File: src/rtl/regfile_dump_reader.sv
// regfile_dump_reader: walks an inclusive register index range through one
// combinational register-file read port and streams each captured word out
// over a valid/ready interface, tagged with its register index.
//
// Ports:
//   clk_i, rst_ni        clock (rising edge), asynchronous active-low reset
//   start_i              one-cycle dump request, accepted only when idle
//   abort_i              cancels a dump in progress (no done pulse)
//   first_addr_i         first index of the range, sampled on start
//   last_addr_i          last index (inclusive), sampled on start
//   rd_addr_o            read address to the register file
//   rd_data_i            combinational read data for rd_addr_o
//   out_valid_o          out_data_o / out_index_o hold a word
//   out_ready_i          sink accepts the current word
//   out_data_o           captured register value
//   out_index_o          register index of out_data_o
//   busy_o               high whenever a dump is active
//   done_o               one-cycle pulse after the last word is accepted
module regfile_dump_reader #(
  parameter int unsigned DATA_WIDTH = 32,
  parameter int unsigned ADDR_WIDTH = 5
) (
  input  logic                  clk_i,
  input  logic                  rst_ni,
  input  logic                  start_i,
  input  logic                  abort_i,
  input  logic [ADDR_WIDTH-1:0] first_addr_i,
  input  logic [ADDR_WIDTH-1:0] last_addr_i,
  output logic [ADDR_WIDTH-1:0] rd_addr_o,
  input  logic [DATA_WIDTH-1:0] rd_data_i,
  output logic                  out_valid_o,
  input  logic                  out_ready_i,
  output logic [DATA_WIDTH-1:0] out_data_o,
  output logic [ADDR_WIDTH-1:0] out_index_o,
  output logic                  busy_o,
  output logic                  done_o
);

  typedef enum logic [1:0] {
    S_IDLE = 2'd0,
    S_READ = 2'd1,
    S_SEND = 2'd2,
    S_DONE = 2'd3
  } state_e;

  state_e                state_q,     state_d;
  logic [ADDR_WIDTH-1:0] idx_q,       idx_d;
  logic [ADDR_WIDTH-1:0] end_q,       end_d;
  logic [ADDR_WIDTH-1:0] rd_addr_q,   rd_addr_d;
  logic                  out_valid_q, out_valid_d;
  logic [DATA_WIDTH-1:0] out_data_q,  out_data_d;
  logic [ADDR_WIDTH-1:0] out_index_q, out_index_d;
  logic                  busy_q,      busy_d;
  logic                  done_q,      done_d;

  // State and registered outputs
  always_ff @(posedge clk_i or negedge rst_ni) begin
    if (!rst_ni) begin
      state_q     <= S_IDLE;
      idx_q       <= '0;
      end_q       <= '0;
      rd_addr_q   <= '0;
      out_valid_q <= 1'b0;
      out_data_q  <= '0;
      out_index_q <= '0;
      busy_q      <= 1'b0;
      done_q      <= 1'b0;
    end else begin
      state_q     <= state_d;
      idx_q       <= idx_d;
      end_q       <= end_d;
      rd_addr_q   <= rd_addr_d;
      out_valid_q <= out_valid_d;
      out_data_q  <= out_data_d;
      out_index_q <= out_index_d;
      busy_q      <= busy_d;
      done_q      <= done_d;
    end
  end

  // Next-state logic; outputs are decoded from the next state so they
  // appear registered in the same cycle the state is entered.
  always_comb begin
    state_d     = state_q;
    idx_d       = idx_q;
    end_d       = end_q;
    out_data_d  = out_data_q;
    out_index_d = out_index_q;

    unique case (state_q)
      S_IDLE: begin
        if (start_i && !abort_i) begin
          idx_d   = first_addr_i;
          end_d   = last_addr_i;
          state_d = S_READ;
        end
      end
      S_READ: begin
        // Capture on this edge: a write landing on the same edge is not seen
        out_data_d  = rd_data_i;
        out_index_d = idx_q;
        state_d     = S_SEND;
      end
      S_SEND: begin
        if (out_ready_i) begin
          if (idx_q == end_q) begin
            state_d = S_DONE;
          end else begin
            idx_d   = idx_q + ADDR_WIDTH'(1);  // wraps modulo NUM_REGS
            state_d = S_READ;
          end
        end
      end
      S_DONE: begin
        state_d = S_IDLE;
      end
      default: begin
        state_d = S_IDLE;
      end
    endcase

    // Abort wins over any handshake on the same edge
    if (abort_i && (state_q != S_IDLE)) begin
      state_d     = S_IDLE;
      out_data_d  = out_data_q;
      out_index_d = out_index_q;
    end

    rd_addr_d   = ((state_d == S_READ) || (state_d == S_SEND)) ? idx_d : '0;
    out_valid_d = (state_d == S_SEND);
    busy_d      = (state_d != S_IDLE);
    done_d      = (state_d == S_DONE);
  end

  assign rd_addr_o   = rd_addr_q;
  assign out_valid_o = out_valid_q;
  assign out_data_o  = out_data_q;
  assign out_index_o = out_index_q;
  assign busy_o      = busy_q;
  assign done_o      = done_q;

endmodule

File: config.mk
export PLATFORM = sky130hd
export DESIGN_NAME = regfile_dump_reader
export DESIGN_NICKNAME = d
export VERILOG_FILES = /design/src/rtl/regfile_dump_reader.sv
export SDC_FILE = /design/constraint.sdc
export NUM_CORES = 1
export LEC_CHECK = 0
export CAP_MARGIN = 20
export CORE_ASPECT_RATIO = 1.4
export CORE_MARGIN = 2
export CORE_UTILIZATION = 40
export DETAILED_ROUTE_END_ITERATION = 8
export PLACE_DENSITY = 0.8
export SLEW_MARGIN = 20
export SYNTH_ARGS = -nofsm -noshare
export SYNTH_HDL_FRONTEND = slang
export SYNTH_SLANG_ARGS = --single-unit
File: constraint.sdc
create_clock -name clk_i -period 4.55 [get_ports clk_i]
set_input_delay 0.91 -clock clk_i [delete_from_list [all_inputs] [get_ports clk_i]]
set_output_delay 0.91 -clock clk_i [all_outputs]
set_load 0.05 [all_outputs]
Yosys cells after proc, flatten, opt, wreduce, memory -nomap -nowiden:

Cells that the tools add are included.

* bits in registers: 57
* bits of input ports: 47

* $add $sub $neg: 1
* eq/ne operators: 7
* multiplexer cells: 10
* bitwise gates (word level): 1
* reductions and logical operators: 9

Operators with widths (count)
* 5-bit two-way mux: 4
* 5-bit one-hot mux with 2 select lines: 1
* 2-bit == test, second input constant: 4
* 2-bit two-way mux: 4
* 2-bit one-hot mux with 4 select lines: 1
* 5-bit by 1-bit adder with 5-bit output, second input constant: 1
* 5-bit == test: 1
* 2-bit by 1-bit == test with 1-bit output, second input constant: 2
* 2-bit AND reduction: 2
* 2-bit nonzero test: 2
* 1-bit logical AND: 2
* 2-bit logical NOT: 1
* 1-bit logical NOT: 1
* 1-bit logical OR: 1
* 1-bit NOT: 1

Depth between registers and ports, before layout:

Gate-level depths: netlist of the first run.

* depth after elaboration: 8
* depth in mapped cells: 10
* mapped depth without buffers: 8

Worst setup path after synthesis of the first run:

OpenSTA, ideal clock, no wires.

* path kind: input to register
* from: in abort_i
* to: reg rd_addr_q[1] (netlist: rd_addr_o[1])
* setup time: 119 ps
* data arrival time: 1895 ps
* data required time: 4431 ps
* path slack: 2536 ps
* stages on the path: 4
* buffers on the path: 0
* cell sequence: nor4b_4 > a31oi_1 > ha_1 > and2_1

* longest elaborated chain between the ends: 8

RTL lines
* from (decl): RTL line 26 `input logic abort_i,`
* 1-bit logical NOT: RTL line 92 `if (start_i && !abort_i) begin`
* 1-bit logical AND: RTL line 92
* 2-bit two-way mux: RTL line 92
* 2-bit one-hot mux with 4 select lines: RTL line 90 `unique case (state_q)`
* 2-bit two-way mux: RTL line 123 `if (abort_i && (state_q != S_IDLE)) begin`
* 2-bit by 1-bit == test with 1-bit output or 2-bit == test (tied branches): RTL line 129 `rd_addr_d = ((state_d == S_READ) || (state_d == S_SEND)) ? idx_d : '0;`
* 1-bit logical OR: RTL line 129
* 5-bit two-way mux (*): RTL line 129
* named net rd_addr_d[1]: RTL line 49 `logic [ADDR_WIDTH-1:0] rd_addr_q, rd_addr_d;`
* to (signal assigned): RTL line 72 `rd_addr_q <= rd_addr_d;`
* to (decl): RTL line 49

The timed path passes the listed nets; every way through them passes the cells marked *.
A chain may end at the register's enable or synchronous reset.

Worst setup path after layout of the first run:

* from: in abort_i
* to: reg out_data_q[11] (netlist: out_data_o[11])

* longest elaborated chain between the ends: 3

RTL lines
* 1-bit logical AND: RTL line 123
* 1-bit NOT (no line)
* 2-bit AND reduction (no line)
* to (signal assigned): RTL line 74 `out_data_q <= out_data_d;`
* to (decl): RTL line 51 `logic [DATA_WIDTH-1:0] out_data_q, out_data_d;`

No other way between the ends.

==> reports/results.ini, run 1 <==
[clock_network]
cts_tree=built
cts.path.max_buffers=2
clk_transition_reported_paths_ps=60
clkLatencyLatePin_ps=320
clkSinkCount=57
cts.htree.levels=3
numCtsBuffers=9
cts.root.buffer_cell=sky130_fd_sc_hd__clkbuf_8
postCtsSetupBuffers=0
post_cts_hold_buffer_count=0
cts.repair.resized=0

[final_layout]
layout_commonest_cell=sky130_fd_sc_hd__clkdlybuf4s50_1
area_delta_synth_final_pct=47.56
final_cell_mix=90 x sky130_fd_sc_hd__clkdlybuf4s50_1, 57 x sky130_fd_sc_hd__dfrtp_1, 42 x sky130_fd_sc_hd__mux2_2
final_nets=321
final_layout_size_suffix_gt1_frac=0.2218
antenna_cells=0

[sta]
final_min_period_over_clock_period=0.5476
drv_slew=0
achievable-frequency_ghz=0.4014
sum_of_negative_setup_slack_ps=0
remaining_max_slew_budget_at_the_tightest_pin=0.4360
finalHoldViolations=0
fin_crit_ps=2491
report.final.setup_viol=0
setup_repair_after_global_routing_missed_its_margin=false
clock-skew-final_ps=6.282
worst_pin_slew_ps=846.0
fin_worst_hold_slack_ps=502.6

[synth]
synth_enable_flop_cells=0
netlist-cell-type-count=35
synth_fp_nets=226
synth_area_um2=2431
synthesis.instances=175
avgSynthCellArea_um2=13.89
synth-async-reset-ratio=1.000
yosysWarnings=0
yosys_register_bits=57
synth_sequential_area_ratio=0.5867
synth_ff_type=sky130_fd_sc_hd__dfrtp_1

[floorplan]
dieWidth_um=69.89
floorplan.initialDensity=0.4146
core_area_um2=5863
die_h_um=96.24
total_die_area_um2=6726
placement_rows=33
ioPinCount=92

[worst_setup_path]
critical_path.max_fanout=37
critPathTopFamily=simple AND/OR/NAND/NOR gates
cp-start-kind=input pin
cp_cell_sequence=clkdlybuf4s50_1 -> inv_1 -> and2_2 -> mux2_2
critPathBufInv=2
arrival_ps=2690
slowest_delay_ps=700
end_kind=flop
crit_type=in2reg
critPathRequiredTime_ps=4750
crit_path_top_delay_cell=sky130_fd_sc_hd__and2_2

[power]
power.ir.vdd_worst_mv=0.3297
power.clock.fraction=0.219
powerDensity_nw_per_um2=631.1
seq_power_share=0.339
combinationalPowerShare=0.442
internal-power_uw=1352
swShare=0.4028
cell_leakage_power_uw=0.001512
total_switching_power_uw=911.9

[placed_design]
place_congestion=0.8962
port_buffers=91
hpwl_um=3528

[grt]
antenna_found_initial=0
grt_overflow_total=0
grtUsageTotal=0.1569
global_route_wire_length_before_repair_um=8059
vias_in_the_first_global_route=1714
maximum_number_of_pins_on_one_net_before_global_route_repair=58

[routing]
routed_wire_length_um=4861
first_iter_violations=103
via_total_after_detailed_routing=1736
detailedRoute.firstPassIterationCount=4
detail_route.wl_per_cell_um=14.09
avgViaCountPerCell=5.032
detail_route.drc_violations=0
antenna_violating_nets_post_route=0

[flow_run]
cap_violations=0

[hold_path]
class_of_the_most_critical_hold_timing_path=reg2reg

[run_status]
run_status=completed

## per-stage QoR
stage	total power, uW	utilization	setup slack (ps)	cells	area (um^2)
2_1_floorplan	1430	-	2536	175	2431
3_3_place_gp	1764	0.5758	1763	329	3376
3_5_place_dp	1785	0.5758	1707	329	3376
4_1_cts	2293	0.6118	2062	345	3587
5_1_grt	2380	0.6118	1971	345	3587
6_report	2264	0.6118	2059	345	3587
## per-layer routing
layer	GRT usage	wire length, um
met5	0	0
met4	0.07372	87
met3	0.05654	319
met2	0.2746	2624
met1	0.1698	1829
## power by group through the flow
stage               combinational, uW  clock [uW]  sequential, uW
global route                     1050         539             794
detailed placement               1010           0             778
CTS                              1010         515             769
finish                           1000         497             767
floorplan                         238           0            1190
global placement                  993           0             771
## registers in the layout (all words and copies together), names as in the netlist
signal and cells:
done_o 1, out_data_o 32, end_q 5, out_valid_o 1, out_index_o 5, rd_addr_o 5, busy_o 1, state_q 2
idx_q 5
## worst paths after layout
| path | depth (start not counted) | startpoint | slack [ps] | endpoint |
|---|---|---|---|---|
| worst max-delay path | 4 | abort_i | 2060 | out_data_o[11] |
| worst min-delay path | 1 | out_index_o[4] | 500 | out_index_o[4] |
| worst max register to register | 8 | idx_q[2] | 2340 | rd_addr_o[0] |
| worst min register to register | 1 | out_index_o[4] | 500 | out_index_o[4] |
| max in group asynchronous | 2 | rst_ni | 3370 | out_data_o[11] |
| min in group asynchronous | 2 | rst_ni | 700 | done_o |
## synthesized netlist by cell type (all sizes together) (2+ instances only)
| cell type | n | area, um^2 |
|---|---|---|
| dfrtp | 57 | 1426 |
| mux2 | 42 | 473.0 |
| buf | 7 | 53.80 |
| inv | 6 | 22.52 |
| a21oi | 5 | 25.02 |
| xor2 | 5 | 43.79 |
| and2 | 4 | 25.02 |
| ha | 4 | 50.05 |
| nand2 | 4 | 15.01 |
| a22oi | 3 | 22.52 |
| a31oi | 3 | 18.77 |
| nor2 | 3 | 11.26 |
| nor2b | 3 | 18.77 |
| o21a | 3 | 22.52 |
| o21ai | 3 | 15.01 |
| a2111oi | 2 | 17.52 |
| nand2b | 2 | 12.51 |
| nand3 | 2 | 10.01 |
| nand4 | 2 | 12.51 |
## cells by family after synthesis
logic type                 after synthesis  share of synthesized area
AOI/OAI and AO/OA                       27                    0.07772
xor gates and xnor gates                 5                    0.01801
adders and majority gates                4                    0.02059
buffers and inverters                   14                    0.03294
DFF                                     57                     0.5867
muxes                                   43                     0.1987
and+or+nand+nor                         25                    0.06536
## cell type report
type	count	area (um^2)
clock buffer	11	131.4
clock inverter	5	80.08
timing repair buffer	92	913.4
fill	491	2276
multi-input combinational	104	925.9
tap	70	87.58
inverter	6	22.52
sequential	57	1426
## worst reg2reg max path, delay by kind of cell, from the launching register on
family	cells	cell delay, ps
compound gates	3	400
xor+xnor	1	190
fa+ha+maj	1	360
buf+inv	1	70
flops	1	470
simple gates	2	630
Note: power is estimated with default switching activity, not from simulation.
==> run 2, diff against run 1 <==
- clock period: 4.55 -> 2.4 ns (I/O delays scaled with it)
==> reports/results.ini, run 2 (synthesis gave the netlist of run 1 again) <==
[placed_design]
dpl_cell_area_um2=3433  ; +1.7%
place_congestion=0.8563  ; -4.5%
port_buffers=91  ; unchanged
placement.setup.worst_slack_ps=206.0  ; -1501 ps
hpwl_um=3887  ; +10%

[clock_network]
cts_tree=built
clkLatencyLatePin_ps=330  ; about the same
numCtsBuffers=9  ; unchanged
cts.path.max_buffers=2  ; unchanged
clkSinkCount=57  ; unchanged
postCtsSetupBuffers=0  ; unchanged
cts.repair.resized=0  ; unchanged
cts.htree.levels=3  ; unchanged
cts.root.buffer_cell=sky130_fd_sc_hd__clkbuf_8
post_cts_hold_buffer_count=0  ; unchanged
clk_transition_reported_paths_ps=60  ; about the same

[worst_setup_path]
critical_path.max_fanout=8  ; -78%
end_kind=flop
slowest_delay_ps=470  ; -230 ps
critPathTopFamily=simple AND/OR/NAND/NOR gates
critPathBufInv=1  ; -1
crit_type=reg2reg
cp_cell_sequence=xor2_1 -> nor3_2 -> and2_1 -> o21a_1 -> o21ai_0 -> ha_1 -> inv_1 -> a31oi_1
arrival_ps=2260  ; -430 ps
critPathRequiredTime_ps=2650  ; -2100 ps
crit_path_top_delay_cell=sky130_fd_sc_hd__dfrtp_1
cp-start-kind=flop

[floorplan]
dieWidth_um=69.89  ; unchanged
total_die_area_um2=6726  ; unchanged
ioPinCount=92  ; unchanged
floorplan.initialDensity=0.4146  ; unchanged
core_area_um2=5863  ; unchanged
placement_rows=33  ; unchanged
die_h_um=96.24  ; unchanged

[final_layout]
layout.core_utilization=0.6214  ; +0.009604
antenna_cells=0  ; unchanged
final_layout_size_suffix_gt1_frac=0.2357  ; +0.01390
largest_reg_flops=32  ; unchanged
final_cell_mix=90 x sky130_fd_sc_hd__clkdlybuf4s50_1, 57 x sky130_fd_sc_hd__dfrtp_1, 42 x sky130_fd_sc_hd__mux2_2
final_nets=327  ; +1.9%
area_delta_synth_final_pct=49.87
design_area_um2=3643  ; +1.6%
layout_commonest_cell=sky130_fd_sc_hd__clkdlybuf4s50_1

[sta]
setup_repair_after_global_routing_missed_its_margin=false
sum_of_negative_setup_slack_ps=0  ; unchanged
finalHoldViolations=0  ; unchanged
clock-skew-final_ps=7.384  ; +1.102 ps
drv_slew=0  ; unchanged
final_min_period_over_clock_period=0.8397
fin_crit_ps=2015
report.final.setup_viol=0  ; unchanged
remaining_max_slew_budget_at_the_tightest_pin=0.6449  ; +0.2090
worst_slack_ps=384.7  ; -1674 ps
worst_pin_slew_ps=530.9  ; -315.1 ps
fin_worst_hold_slack_ps=128.8  ; -373.7 ps
achievable-frequency_ghz=0.4962

[routing]
detailedRoute.firstPassIterationCount=4  ; unchanged
avgViaCountPerCell=5.109  ; +1.5%
first_iter_violations=79  ; -23%
routed_wire_length_um=5226  ; +7.5%
via_total_after_detailed_routing=1788  ; +3.0%
detail_route.wl_per_cell_um=14.93  ; +6.0%
detail_route.drc_violations=0  ; unchanged
antenna_violating_nets_post_route=0  ; unchanged

[hold_path]
class_of_the_most_critical_hold_timing_path=in2async

[flow_run]
cap_violations=0  ; unchanged

[grt]
maximum_number_of_pins_on_one_net_before_global_route_repair=31  ; -47%
grt_overflow_total=0  ; unchanged
vias_in_the_first_global_route=1761  ; +2.7%
antenna_found_initial=0  ; unchanged
global_route_wire_length_before_repair_um=8431  ; +4.6%
grtUsageTotal=0.1657  ; +0.008792

[power]
power.clock.fraction=0.220  ; about the same
power.ir.vdd_worst_mv=0.5157  ; +56%
internal-power_uw=2609  ; +93%
cell_leakage_power_uw=0.001553  ; +2.7%
powerDensity_nw_per_um2=1192  ; +89%
total_switching_power_uw=1733  ; +90%
seq_power_share=0.331  ; -0.008
combinationalPowerShare=0.449  ; +0.007
swShare=0.3991  ; -0.003687

[run_status]
run_status=completed

-- run 2: worst register-to-register path, delay by kind of cell (launching register included) --
kind            cells  cell delay [ps]
xor+xnor            1              180
flops               1              470
compound gates      3              350
buf+inv             1               70
fa+ha+maj           1              360
simple gates        2              510
-- run 2: power by group through the flow --
stage	Clock [uW]	Sequential, uW	Combinational (uW)
final	955	1440	1950
after global routing	1020	1480	2030
after detailed placement	0	1460	1960
after global placement	0	1440	1940
after CTS	977	1440	1960
after floorplan	0	2260	452
-- run 2: path summary, 6_finish.rpt --
path,slack [ps],startpoint,end,cells after the start
max,380,idx_q[2],rd_addr_o[0],8
min,130,rst_ni,rd_addr_o[4],1
max reg2reg,380,idx_q[2],rd_addr_o[0],8
min reg2reg,500,out_index_o[1],out_index_o[1],1
max in group asynchronous,1570,rst_ni,out_data_o[24],2
min in group clk_i,500,out_index_o[1],out_index_o[1],1
-- run 2: per-stage QoR --
step	cells	power [uW]
2_1_floorplan	175	2710
3_3_place_gp	335	3388
3_5_place_dp	335	3417
4_1_cts	350	4383
5_1_grt	350	4534
6_report	350	4342
-- run 2: cell type report --
cell class                 instances  area [um^2]
tap                               70        87.58
timing repair buffer              98        970.9
clock buffer                      12        145.1
multi-input combinational        104        925.9
sequential                        57         1426
inverter                           6        22.52
fill                             486         2220
clock inverter                     3        65.06
-- run 2: metal layers --
| layer | GRT usage | vias to the layer above | routed length, um |
|---|---|---|---|
| li1 | - | 832 | - |
| met1 | 0.1813 | 868 | 1999 |
| met2 | 0.2873 | 76 | 2792 |
| met3 | 0.03665 | 12 | 328 |
| met4 | 0.1138 | 0 | 104 |
| met5 | 0 | - | 0 |
